<file path="config.mk">
export PLATFORM = sky130hd
export DESIGN_NAME = i2c_arbiter
export DESIGN_NICKNAME = d
export VERILOG_FILES = /design/src/rtl/i2c_arb_pkg.sv /design/src/rtl/i2c_arbiter_rr_picker.sv /design/src/rtl/i2c_arbiter.sv
export SDC_FILE = /design/constraint.sdc
export NUM_CORES = 1
export LEC_CHECK = 0
export BUFFER_PORTS_ARGS = -buffer_cell sky130_fd_sc_hd__buf_2
export CORE_MARGIN = 5
export CORE_UTILIZATION = 43
export DETAILED_ROUTE_END_ITERATION = 12
export GPL_ROUTABILITY_DRIVEN = 0
export GPL_TIMING_DRIVEN = 0
export PLACE_DENSITY = 0.76
export SLEW_MARGIN = 20
export SYNTH_ARGS = -nofsm -noshare
export SYNTH_HDL_FRONTEND = slang
export SYNTH_SLANG_ARGS = --single-unit
export TNS_END_PERCENT = 5
</file>
<file path="constraint.sdc">
create_clock -name clk -period 1.6 [get_ports clk]
set_input_delay 0.32 -clock clk [delete_from_list [all_inputs] [get_ports clk]]
set_output_delay 0.32 -clock clk [all_outputs]
set_load 0.05 [all_outputs]
</file>
<file path="src/rtl/i2c_arb_pkg.sv">
// Shared definitions for the I2C master arbiter and the requesters that talk to it.
package i2c_arb_pkg;

    localparam logic [1:0] INST_START_TX   = 2'd0;
    localparam logic [1:0] INST_STOP_TX    = 2'd1;
    localparam logic [1:0] INST_READ_BYTE  = 2'd2;
    localparam logic [1:0] INST_WRITE_BYTE = 2'd3;

    typedef enum logic [1:0] {
        ARB_IDLE       = 2'd0,
        ARB_OWNED      = 2'd1,
        ARB_FORCE_STOP = 2'd2,
        ARB_FORCE_DONE = 2'd3
    } arb_state_e;

endpackage

</file>
<file path="src/rtl/i2c_arbiter_rr_picker.sv">
// Round-robin winner search: first eligible index after lastGrant, wrapping.
module rr_picker #(
    parameter int unsigned NUM_REQ = 2,
    parameter int unsigned IW      = 1
) (
    input  logic [NUM_REQ-1:0] eligible,
    input  logic [IW-1:0]      lastGrant,
    output logic               valid,
    output logic [IW-1:0]      winner
);

    logic [IW:0]   sum;
    logic [IW-1:0] cand;

    // Walk from the farthest candidate to the nearest so the nearest eligible wins.
    always_comb begin
        valid  = 1'b0;
        winner = '0;
        sum    = '0;
        cand   = '0;
        for (int unsigned k = NUM_REQ; k >= 1; k--) begin
            sum = {1'b0, lastGrant} + (IW+1)'(k);
            if (sum >= (IW+1)'(NUM_REQ)) begin
                sum = sum - (IW+1)'(NUM_REQ);
            end
            cand = sum[IW-1:0];
            if (eligible[cand]) begin
                valid  = 1'b1;
                winner = cand;
            end
        end
    end

endmodule

</file>
<file path="src/rtl/i2c_arbiter.sv">
// Shares one byte-level I2C master among NUM_REQ requesters; ownership spans START..STOP,
// with a watchdog that issues its own STOP when an owner stalls.
module i2c_arbiter
    import i2c_arb_pkg::*;
#(
    parameter int unsigned NUM_REQ = 2,
    parameter int unsigned TIMEOUT = 1024
) (
    input  logic                   clk,
    input  logic                   rst_n,
    input  logic [2*NUM_REQ-1:0]   reqInstruction,
    input  logic [NUM_REQ-1:0]     reqEnable,
    input  logic [8*NUM_REQ-1:0]   reqByteToSend,
    output logic [7:0]             reqByteReceived,
    output logic [NUM_REQ-1:0]     reqComplete,
    output logic [NUM_REQ-1:0]     grant,
    output logic [NUM_REQ-1:0]     timeoutFlag,
    output logic [1:0]             instructionI2C,
    output logic                   enableI2C,
    output logic [7:0]             byteToSendI2C,
    input  logic [7:0]             byteReceivedI2C,
    input  logic                   completeI2C
);

    localparam int unsigned IW = $clog2(NUM_REQ);
    localparam int unsigned CW = $clog2(TIMEOUT + 1);

    arb_state_e          state_q, state_d;
    logic [IW-1:0]       owner_q, owner_d;
    logic [IW-1:0]       last_q, last_d;
    logic                stop_seen_q, stop_seen_d;
    logic [CW-1:0]       idle_cnt_q, idle_cnt_d;
    logic                fs_started_q, fs_started_d;
    logic [NUM_REQ-1:0]  tmo_q, tmo_d;

    logic [NUM_REQ-1:0]  eligible;
    logic                pick_valid;
    logic [IW-1:0]       pick_idx;
    logic [NUM_REQ-1:0]  own_onehot;
    logic [1:0]          own_inst;
    logic                own_en;
    logic [7:0]          own_byte;

    assign reqByteReceived = byteReceivedI2C;
    assign timeoutFlag     = tmo_q;

    // Per-requester decode and the owner's slice of the request bus.
    always_comb begin
        eligible   = '0;
        own_onehot = '0;
        own_inst   = INST_START_TX;
        own_en     = 1'b0;
        own_byte   = '0;
        for (int i = 0; i < int'(NUM_REQ); i++) begin
            eligible[i]   = reqEnable[i] && (reqInstruction[2*i +: 2] == INST_START_TX);
            own_onehot[i] = (owner_q == IW'(i));
            if (owner_q == IW'(i)) begin
                own_inst = reqInstruction[2*i +: 2];
                own_en   = reqEnable[i];
                own_byte = reqByteToSend[8*i +: 8];
            end
        end
    end

    rr_picker #(
        .NUM_REQ (NUM_REQ),
        .IW      (IW)
    ) u_picker (
        .eligible  (eligible),
        .lastGrant (last_q),
        .valid     (pick_valid),
        .winner    (pick_idx)
    );

    always_ff @(posedge clk) begin
        if (!rst_n) begin
            state_q      <= ARB_IDLE;
            owner_q      <= '0;
            last_q       <= IW'(NUM_REQ - 1);
            stop_seen_q  <= 1'b0;
            idle_cnt_q   <= '0;
            fs_started_q <= 1'b0;
            tmo_q        <= '0;
        end else begin
            state_q      <= state_d;
            owner_q      <= owner_d;
            last_q       <= last_d;
            stop_seen_q  <= stop_seen_d;
            idle_cnt_q   <= idle_cnt_d;
            fs_started_q <= fs_started_d;
            tmo_q        <= tmo_d;
        end
    end

    always_comb begin
        state_d        = state_q;
        owner_d        = owner_q;
        last_d         = last_q;
        stop_seen_d    = stop_seen_q;
        idle_cnt_d     = idle_cnt_q;
        fs_started_d   = fs_started_q;
        tmo_d          = tmo_q;
        instructionI2C = INST_START_TX;
        enableI2C      = 1'b0;
        byteToSendI2C  = '0;
        reqComplete    = '1;
        grant          = '0;

        case (state_q)
            ARB_IDLE: begin
                if (pick_valid) begin
                    owner_d     = pick_idx;
                    last_d      = pick_idx;
                    stop_seen_d = 1'b0;
                    idle_cnt_d  = '0;
                    state_d     = ARB_OWNED;
                end
            end

            ARB_OWNED: begin
                instructionI2C = own_inst;
                enableI2C      = own_en;
                byteToSendI2C  = own_byte;
                reqComplete    = ~own_onehot | {NUM_REQ{completeI2C}};
                grant          = own_onehot;
                if (own_en) begin
                    idle_cnt_d = '0;
                    if (own_inst == INST_STOP_TX) begin
                        stop_seen_d = 1'b1;
                    end
                end else begin
                    idle_cnt_d = idle_cnt_q + CW'(1);
                    if (stop_seen_q) begin
                        state_d = ARB_IDLE;
                    end else if (idle_cnt_q == CW'(TIMEOUT - 1)) begin
                        tmo_d        = tmo_q | own_onehot;
                        fs_started_d = 1'b0;
                        state_d      = ARB_FORCE_STOP;
                    end
                end
            end

            // Watchdog STOP: wait for the master to go busy, then for it to finish.
            ARB_FORCE_STOP: begin
                instructionI2C = INST_STOP_TX;
                enableI2C      = 1'b1;
                if (!completeI2C) begin
                    fs_started_d = 1'b1;
                end else if (fs_started_q) begin
                    state_d = ARB_FORCE_DONE;
                end
            end

            ARB_FORCE_DONE: begin
                state_d = ARB_IDLE;
            end

            default: begin
                state_d = ARB_IDLE;
            end
        endcase
    end

endmodule
</file>
======== Yosys cells after proc, flatten, opt, wreduce, memory -nomap -nowiden ========
Index checks and enable logic that the tools add are counted.
storage, ports and cells
  bits in registers ....................... 19
  input bits .............................. 33
  output and inout bits ................... 25
  logic and storage cells ................. 87
operators by class
  add/subtract/negate cells ............... 5
  $lt $le $gt $ge ......................... 4
  equality and inequality tests ........... 15
  mux-type cells .......................... 37
  bitwise operators ....................... 6
  reductions and logical operators ........ 13
operators with widths
  kind                                                        number
  two-way mux 11 bit                                          2
  one-hot mux 11 bit (2 select lines)                         1
  two-way mux 1 bit                                           18
  two-way mux 2 bit                                           9
  inequality test 2 bit, second input constant                9
  two-way mux 8 bit                                           2
  adder 11 x 1 -> 11 bit, second input constant               1
  equality test 11 x 10 -> 1 bit, second input constant       1
  AND reduction 5 bit                                         2
  one-hot mux 2 bit (4 select lines)                          1
  AND reduction 4 bit                                         2
  zero test 2 bit                                             3
  one-hot mux 1 bit (2 select lines)                          3
  equality test 2 x 1 -> 1 bit, second input constant         2
  equality test 2 bit, second input constant                  2
  greater-or-equal comparator 2 bit, second input constant    2
  less-than comparator 1 x 2 -> 1 bit, second input constant  2
  OR 2 bit                                                    2
  one-hot mux 2 bit (2 select lines)                          1
  AND reduction 2 bit                                         2
  nonzero test 2 bit                                          2
  inequality test 3 bit, second input constant                1
  NOT 1 bit                                                   3
  adder 1 x 1 -> 2 bit, second input constant                 1
  other kinds (4)                                             6

======== Depth between registers and ports, before layout ========
Gate-level depths: netlist (run 1).
  depth after elaboration ................. 9
  depth in mapped cells ................... 7
  depth with buffers taken out ............ 6

======== Modules after synthesis ========
A second synthesis (run 1) with hierarchy kept.
unflattened totals
  cell total of the unflattened synthesis .. 165
  area, all modules ....................... 1326.3 um^2
modules (own cells, without submodules)
  module       times used  cells each  area an instance (um^2)  sequential area each (um^2)
  i2c_arbiter  1           163         1312.5                   380.4
  rr_picker    1           2           13.8                     0.0

======== Worst setup path before layout (run 1) ========
No wires, ideal clock.
  path type ............................... register to output
  from .................................... register with a tool-made name
  to ...................................... output byteToSendI2C[0]
  arrival ................................. 1687 ps
  required time ........................... 1280 ps
  path slack .............................. -407 ps
  stages on the path, launching flop included .. 7
  path buffers ............................ 2
  cell sequence ........................... dfxtp_1 inv_1 ha_1 buf_2 inv_1 clkbuf_1 nor2_1
RTL lines
  what              line               source
  end: declaration  i2c_arbiter.sv:20  output logic [7:0] byteToSendI2C,

======== Final worst setup path (run 1) ========
  from .................................... register state_q[0]
  to ...................................... output reqComplete[0]
between the ends
  longest elaborated chain between the ends .. 2
RTL lines
  what                          line                source
  start: declaration            i2c_arbiter.sv:28   arb_state_e state_q, state_d;
  start signal: assignment      i2c_arbiter.sv:85   state_q <= state_d;
  equality test 2 x 1 -> 1 bit  i2c_arbiter.sv:109  case (state_q)
  two-way mux 2 bit             i2c_arbiter.sv:109
  end: declaration              i2c_arbiter.sv:15   output logic [NUM_REQ-1:0] reqComplete,
Every way passes these cells.

==> results.yml, run 1 <==
clock_network:
  cts.sinks: 19
  clockRootBuffer: "clkbuf_4"
  tritoncts: "done"
  path_clk_slew_ns: 0.10
  htree_num_levels: 1
  cts_buffers: 3
  clk_latency_ns: 0.30
  clockBufferDepth: 2
  hold_buffers: 0
drt:
  postRouteWirelength_um: 3780
  vias: 1406
  wl_per_cell_um: 14.1
  drt_iter0_markers: 99
  drt-vias-per-instance: 5.25
  ant_nets: 0
  drc_errors: 0
  dr.pass1.iters: 4
floorplan:
  coreArea_um2: 3050
  pin_count: 58
  die_w_um: 66.3
  num_rows: 20
  die-area_um2: 4400
  fp.dieH_um: 66.3
  initial_core_util_pct: 44.7
layout:
  fin_cells: 268
  drive_above_1_share_pct: 50.4
  diodes: 0
  layout.nets: 262
  syn_to_final_growth_pct: 49.9
  design_area_um2: 2050
hold_path:
  hold_path_class: "input pin to register"
global_routing:
  antenna_found_initial: 0
  use_met3_pct: 4.25
  top_usage_layer: "met2"
  grtUsageMet2_pct: 29.4
  use_met1_pct: 22.3
  grt_use_total_pct: 17.4
  grt_start_max_net_pins: 11
  gr-total-overflow: 0
  grt_pass1_vias: 1337
  grt_pass1_wl_um: 6020
timing:
  rsz0062_at_grt: "true"
  tightestPinTransition_ns: 0.501
  setup_ws_ns: -0.316
  timing.final.crit_share_pct: 120
  whs_ns: 0.335
  maxSlewViolCount: 0
  worst_clock_skew_ns: 0.00395
  setup-tns-final_ns: -5.51
  clock.fmax_mhz: 522
  max_slew_margin_pct: 66.3
  hold_viol: 0
  setup_viol: 28
  period_needed_ns: 1.92
placement:
  dp_hpwl_um: 2700
  port_buffers: 48
  dp.cells: 256
  dpl_cell_area_um2: 1740
synthesis:
  yosysUniqueCellTypes: 44
  synth_top_family_by_area: "simple AND/OR/NAND/NOR gates"
  synth_top_area_share_pct: 27.9
  synth_cells: 164
  syn-num-nets: 201
  synthTopCellsByCount: "22 x nor2_1, 19 x dfxtp_1, 10 x buf_4, 10 x mux2i_1"
  yosysWarnings: 0
  ys_seq_area_share_pct: 27.9
  synth_area_per_cell_um2: 8.32
  synth_ff_type: "dfxtp_1"
  ys_ff_latch: 19
  yosysTopAreaCell: "dfxtp_1"
  syn_area_um2: 1370
  synth-simple-area-share_pct: 30.2
  synth_adder_area_share_pct: 3.67
  synth_edf_count: 0
  synth-compound-area-share_pct: 19.5
  ys_top_cells_by_area: "dfxtp_1 28%, mux2i_1 7.3%, nor2_1 6.0%"
  synthMuxAreaShare_pct: 8.98
  yosysMostFrequentCell: "nor2_1"
  async_reset_ff_share_pct: 0
  synth-xor-area-share_pct: 0.642
power:
  leakage_nw: 0.835
  power_density_nw_per_um2: 903
  peakVddDrop_mv: 0.434
worst_setup_path:
  worstPathRequired_ns: 1.28
  crit_path_start_kind: "register"
  cp_max_fo: 5
  critPathCaptureType: "primary output"
  path_class: "register to primary output"
  crit_arrival_ns: 1.60
run_status:
  outcome: "complete, but fails checks"
  violations: "setup timing"
run:
  cap_violations: 0
==> critical path, cell delays in order (launching register included) <==
cell and delay, ns:
dfxtp_2 0.39, ha_4 0.16, buf_6 0.10, clkinvlp_4 0.13, or3_4 0.35, buf_6 0.16
==> where the power goes <==
group | switching (W) | internal, W
clock network | 0.000143 | 0.0000972
registers | 0.0000259 | 0.000496
logic | 0.000629 | 0.000456
==> per-stage QoR <==
step / util, % / power, W / worst slack, ns
after global routing: 67.0 / 0.00195 / -0.389
after global placement: 57.0 / 0.00133 / -0.316
after detailed placement: 57.0 / 0.00134 / -0.332
after CTS: 66.5 / 0.00183 / -0.287
after floorplan: - / 0.00117 / -0.118
final: 67.0 / 0.00185 / -0.316
==> repair_timing <==
action                                  CTS  global route
endpoints found under the setup margin   29            29
gates resized for setup                  57             4
buffers inserted                          8             0
pin swaps                                 7             0
==> routing by layer <==
metal / part of all wire, % / vias up
li1: - / 708
met1: 44 / 657
met2: 50 / 37
met3: 4.5 / 4
met4: 1.2 / 0
met5: 0 / -
==> area by class of cell <==
class	instances	area (um^2)
tap	44	55.1
clock buffer	4	26.3
buffer	15	133
multi-input combinational	123	1010
sequential	19	385
inverter	7	30.0
fill	252	1010
timing repair buffer	56	402
==> path summary, 6_finish.rpt <==
check	cells after the start	start	slack, ns	to
setup / recovery	5	state_q[0]$_SDFFE_PN0P_	-0.32	reqComplete[0]
hold / removal	2	rst_n	0.33	last_q$_SDFFE_PN1P_
setup reg to reg	10	state_q[0]$_SDFFE_PN0P_	-0.25	register
hold reg to reg	1	timeoutFlag[0]$_SDFFE_PN0P_	0.48	timeoutFlag[0]$_SDFFE_PN0P_
==> layout by cell type, fill, tap and decap left out, types with 3 or more instances in the layout <==
cell type,count
o21ai_0,6
nor2_1,12
nand2b_1,3
nand4_1,6
buf_4,18
mux2i_2,6
dfxtp_2,4
nor3_1,7
inv_1,5
clkbuf_4,3
a22o_1,9
dfxtp_1,15
nor2_4,10
o21a_1,3
buf_6,15
buf_2,34
nand3_1,5
ha_4,3
mux2i_1,4
nand2_1,9
==> sequential cells by signal, summed over array words and instances (netlist names), named ones only <==
register,count
stop_seen_q,1
state_q,1
last_q,1
fs_started_q,1
timeoutFlag,2
owner_q,1
idle_cnt_q,11
==> kinds of logic (layout without fill, tap and decap cells) <==
kind of cell	Yosys count	after routing
multiplexers	11	11
AND/OR/NAND/NOR	71	71
AO/OA/AOI/OAI	36	36
XOR/XNOR	1	1
buffers and inverters	22	82
adder cells (fa/ha/maj)	4	4
flip-flops	19	19
(Power assumes the default switching activity.)
==> run 2: changes to the inputs <==
--- a/config.mk
+++ b/config.mk
@@ -5,7 +5,7 @@
 export SDC_FILE = /design/constraint.sdc
 export NUM_CORES = 1
 export LEC_CHECK = 0
-export BUFFER_PORTS_ARGS = -buffer_cell sky130_fd_sc_hd__buf_2
+export BUFFER_PORTS_ARGS = -buffer_cell sky130_fd_sc_hd__buf_4
 export CORE_MARGIN = 5
 export CORE_UTILIZATION = 43
 export DETAILED_ROUTE_END_ITERATION = 12
==> constraint.sdc (replaced) <==
create_clock -name clk -period 1.6 [get_ports clk]
set_input_delay 0.08 -clock clk [delete_from_list [all_inputs] [get_ports clk]]
set_output_delay 0.08 -clock clk [all_outputs]
set_load 0.05 [all_outputs]
==> run 2 against run 1 <==
Net effect: the flow now finishes without violations; via count rose by 5.7%; sequential share of layout area decreased by 0.40 points; sequential power about the same; first-iteration DRC count is 61% lower; total power down 1.6%; clock-buffer cell count did not move; final cell count rose by 2.6%; global-route usage grew 0.68 points; wire length increased by 2.6%; critical path type unchanged.
==> results.yml, run 2 (same netlist as run 1, synthesis figures left out) <==
run_status:
  outcome: "completed"
global_routing:
  antenna_found_initial: 0
  gr-total-overflow: 0
  grt_use_total_pct: 18.1
  grt_start_max_net_pins: 11
  grt_pass1_vias: 1471
  grt_pass1_wl_um: 6240
clock_network:
  cts_buffers: 3
  tritoncts: "done"
  clockBufferDepth: 2
  clockRootBuffer: "clkbuf_4"
  path_clk_slew_ns: 0.12
  clk_latency_ns: 0.31
  hold_buffers: 0
  cts.sinks: 19
  htree_num_levels: 1
worst_setup_path:
  critPathCaptureType: "primary output"
  worstPathRequired_ns: 1.52
  reg2reg_from: "state_q[0]$_SDFFE_PN0P_"
  cp_max_fo: 6
  path_class: "register to primary output"
  rrSetupSlack_ns: 0.03
  crit_arrival_ns: 1.52
  crit_path_start_kind: "register"
  r2r-end: "idle_cnt_q[10]$_SDFFE_PN0P_"
  r2r_cells: 7
floorplan:
  coreArea_um2: 3050
  num_rows: 20
  die-area_um2: 4400
  initial_core_util_pct: 44.7
  fp.dieH_um: 66.3
  die_w_um: 66.3
  pin_count: 58
timing:
  setup-tns-final_ns: 0
  tightestPinTransition_ns: 0.263
  whs_ns: 0.0846
  setup_viol: 0
  maxSlewViolCount: 0
  worst_clock_skew_ns: 0.00374
  clock.fmax_mhz: 625
  timing.final.crit_share_pct: 100
  period_needed_ns: 1.60
  max_slew_margin_pct: 82.2
  rsz0062_at_grt: "true"
  hold_viol: 0
hold_path:
  hold_path_class: "input pin to register"
  hold_end: "last_q$_SDFFE_PN1P_"
  hold_depth: 2
  min-delay-start: "rst_n"
layout:
  drive_above_1_share_pct: 46.3
  regMostFlops: "idle_cnt_q"
  layout.nets: 269
  design_area_um2: 2120
  layout_common_cells: "60 x buf_4, 20 x nor2_1, 16 x buf_6"
  final_common_cell: "buf_4"
  syn_to_final_growth_pct: 55.1
  diodes: 0
  largest_reg_flops: 11
power:
  power_density_nw_per_um2: 858
  total_power_w: 0.00182
  peakVddDrop_mv: 0.651
  leakage_nw: 0.880
placement:
  port_buffers: 48
  dp_hpwl_um: 2620
  dpl_cell_area_um2: 1780
drt:
  postRouteWirelength_um: 3880
  ant_nets: 0
  vias: 1486
  wl_per_cell_um: 14.1
  drt-vias-per-instance: 5.40
  drt_iter0_markers: 39
  dr.pass1.iters: 4
  drc_errors: 0
run:
  cap_violations: 0
==> run 2: cell types whose count changed in the layout (fill, tap and decap cells not counted), sizes merged <==
cell	previous run	this run
clkbuf	6	5
buf	69	77
inv	6	7
clkinvlp	1	0
==> run 2: area by class of cell <==
type / instances / area (um^2)
Buffer: 15 / 129
Clock buffer: 4 / 26.3
Sequential cell: 19 / 390
Fill cell: 250 / 936
Tap cell: 44 / 55.1
Inverter: 7 / 31.3
Multi-Input combinational cell: 123 / 963
Timing Repair Buffer: 63 / 522
==> run 2: what timing repair did <==
item	4_1_cts	5_1_grt
resized for setup	28	21
buffers inserted	11	4
setup endpoints to repair	29	26
pin swaps	8	1
==> run 2: metrics by stage <==
stage	util, %	setup WS [ns]	std cells
finish	69.3	0.0000653	275
floorplan	-	-0.167	164
detailed placement	58.3	-0.297	256
CTS	65.3	0.00170	271
global placement	58.3	-0.288	256
global route	69.3	-0.0475	275
==> run 2: critical path, stage by stage (launching register included) <==
cell and delay, ns:
dfxtp_2 0.35, inv_4 0.07, ha_4 0.13, buf_6 0.10, inv_4 0.06, or3_1 0.32
buf_6 0.17
==> run 2: worst max path at each step <==
stage                     cells after the start                     endpoint
after floorplan                               6             byteToSendI2C[0]
after global placement                        7  idle_cnt_q[10]$_SDFFE_PN0P_
after detailed placement                      7  idle_cnt_q[10]$_SDFFE_PN0P_
after CTS                                     7                    enableI2C
after global routing                          6               reqComplete[0]
final                                         6               reqComplete[0]
==> run 2: report_power, final <==
group / switching, W / total, W / internal, W
Clock: 0.000164 / 0.000262 / 0.0000974
Sequential: 0.0000244 / 0.000523 / 0.000498
Combinational: 0.000587 / 0.00103 / 0.000446
==> run 2: per-layer routing <==
metal / wire length (um) / vias to the layer above / GRT usage, %
li1: - / 731 / -
met1: 1660 / 681 / 21.7
met2: 1790 / 67 / 29.9
met3: 339 / 7 / 4.42
met4: 89 / 0 / 8.38
met5: 0 / - / 0
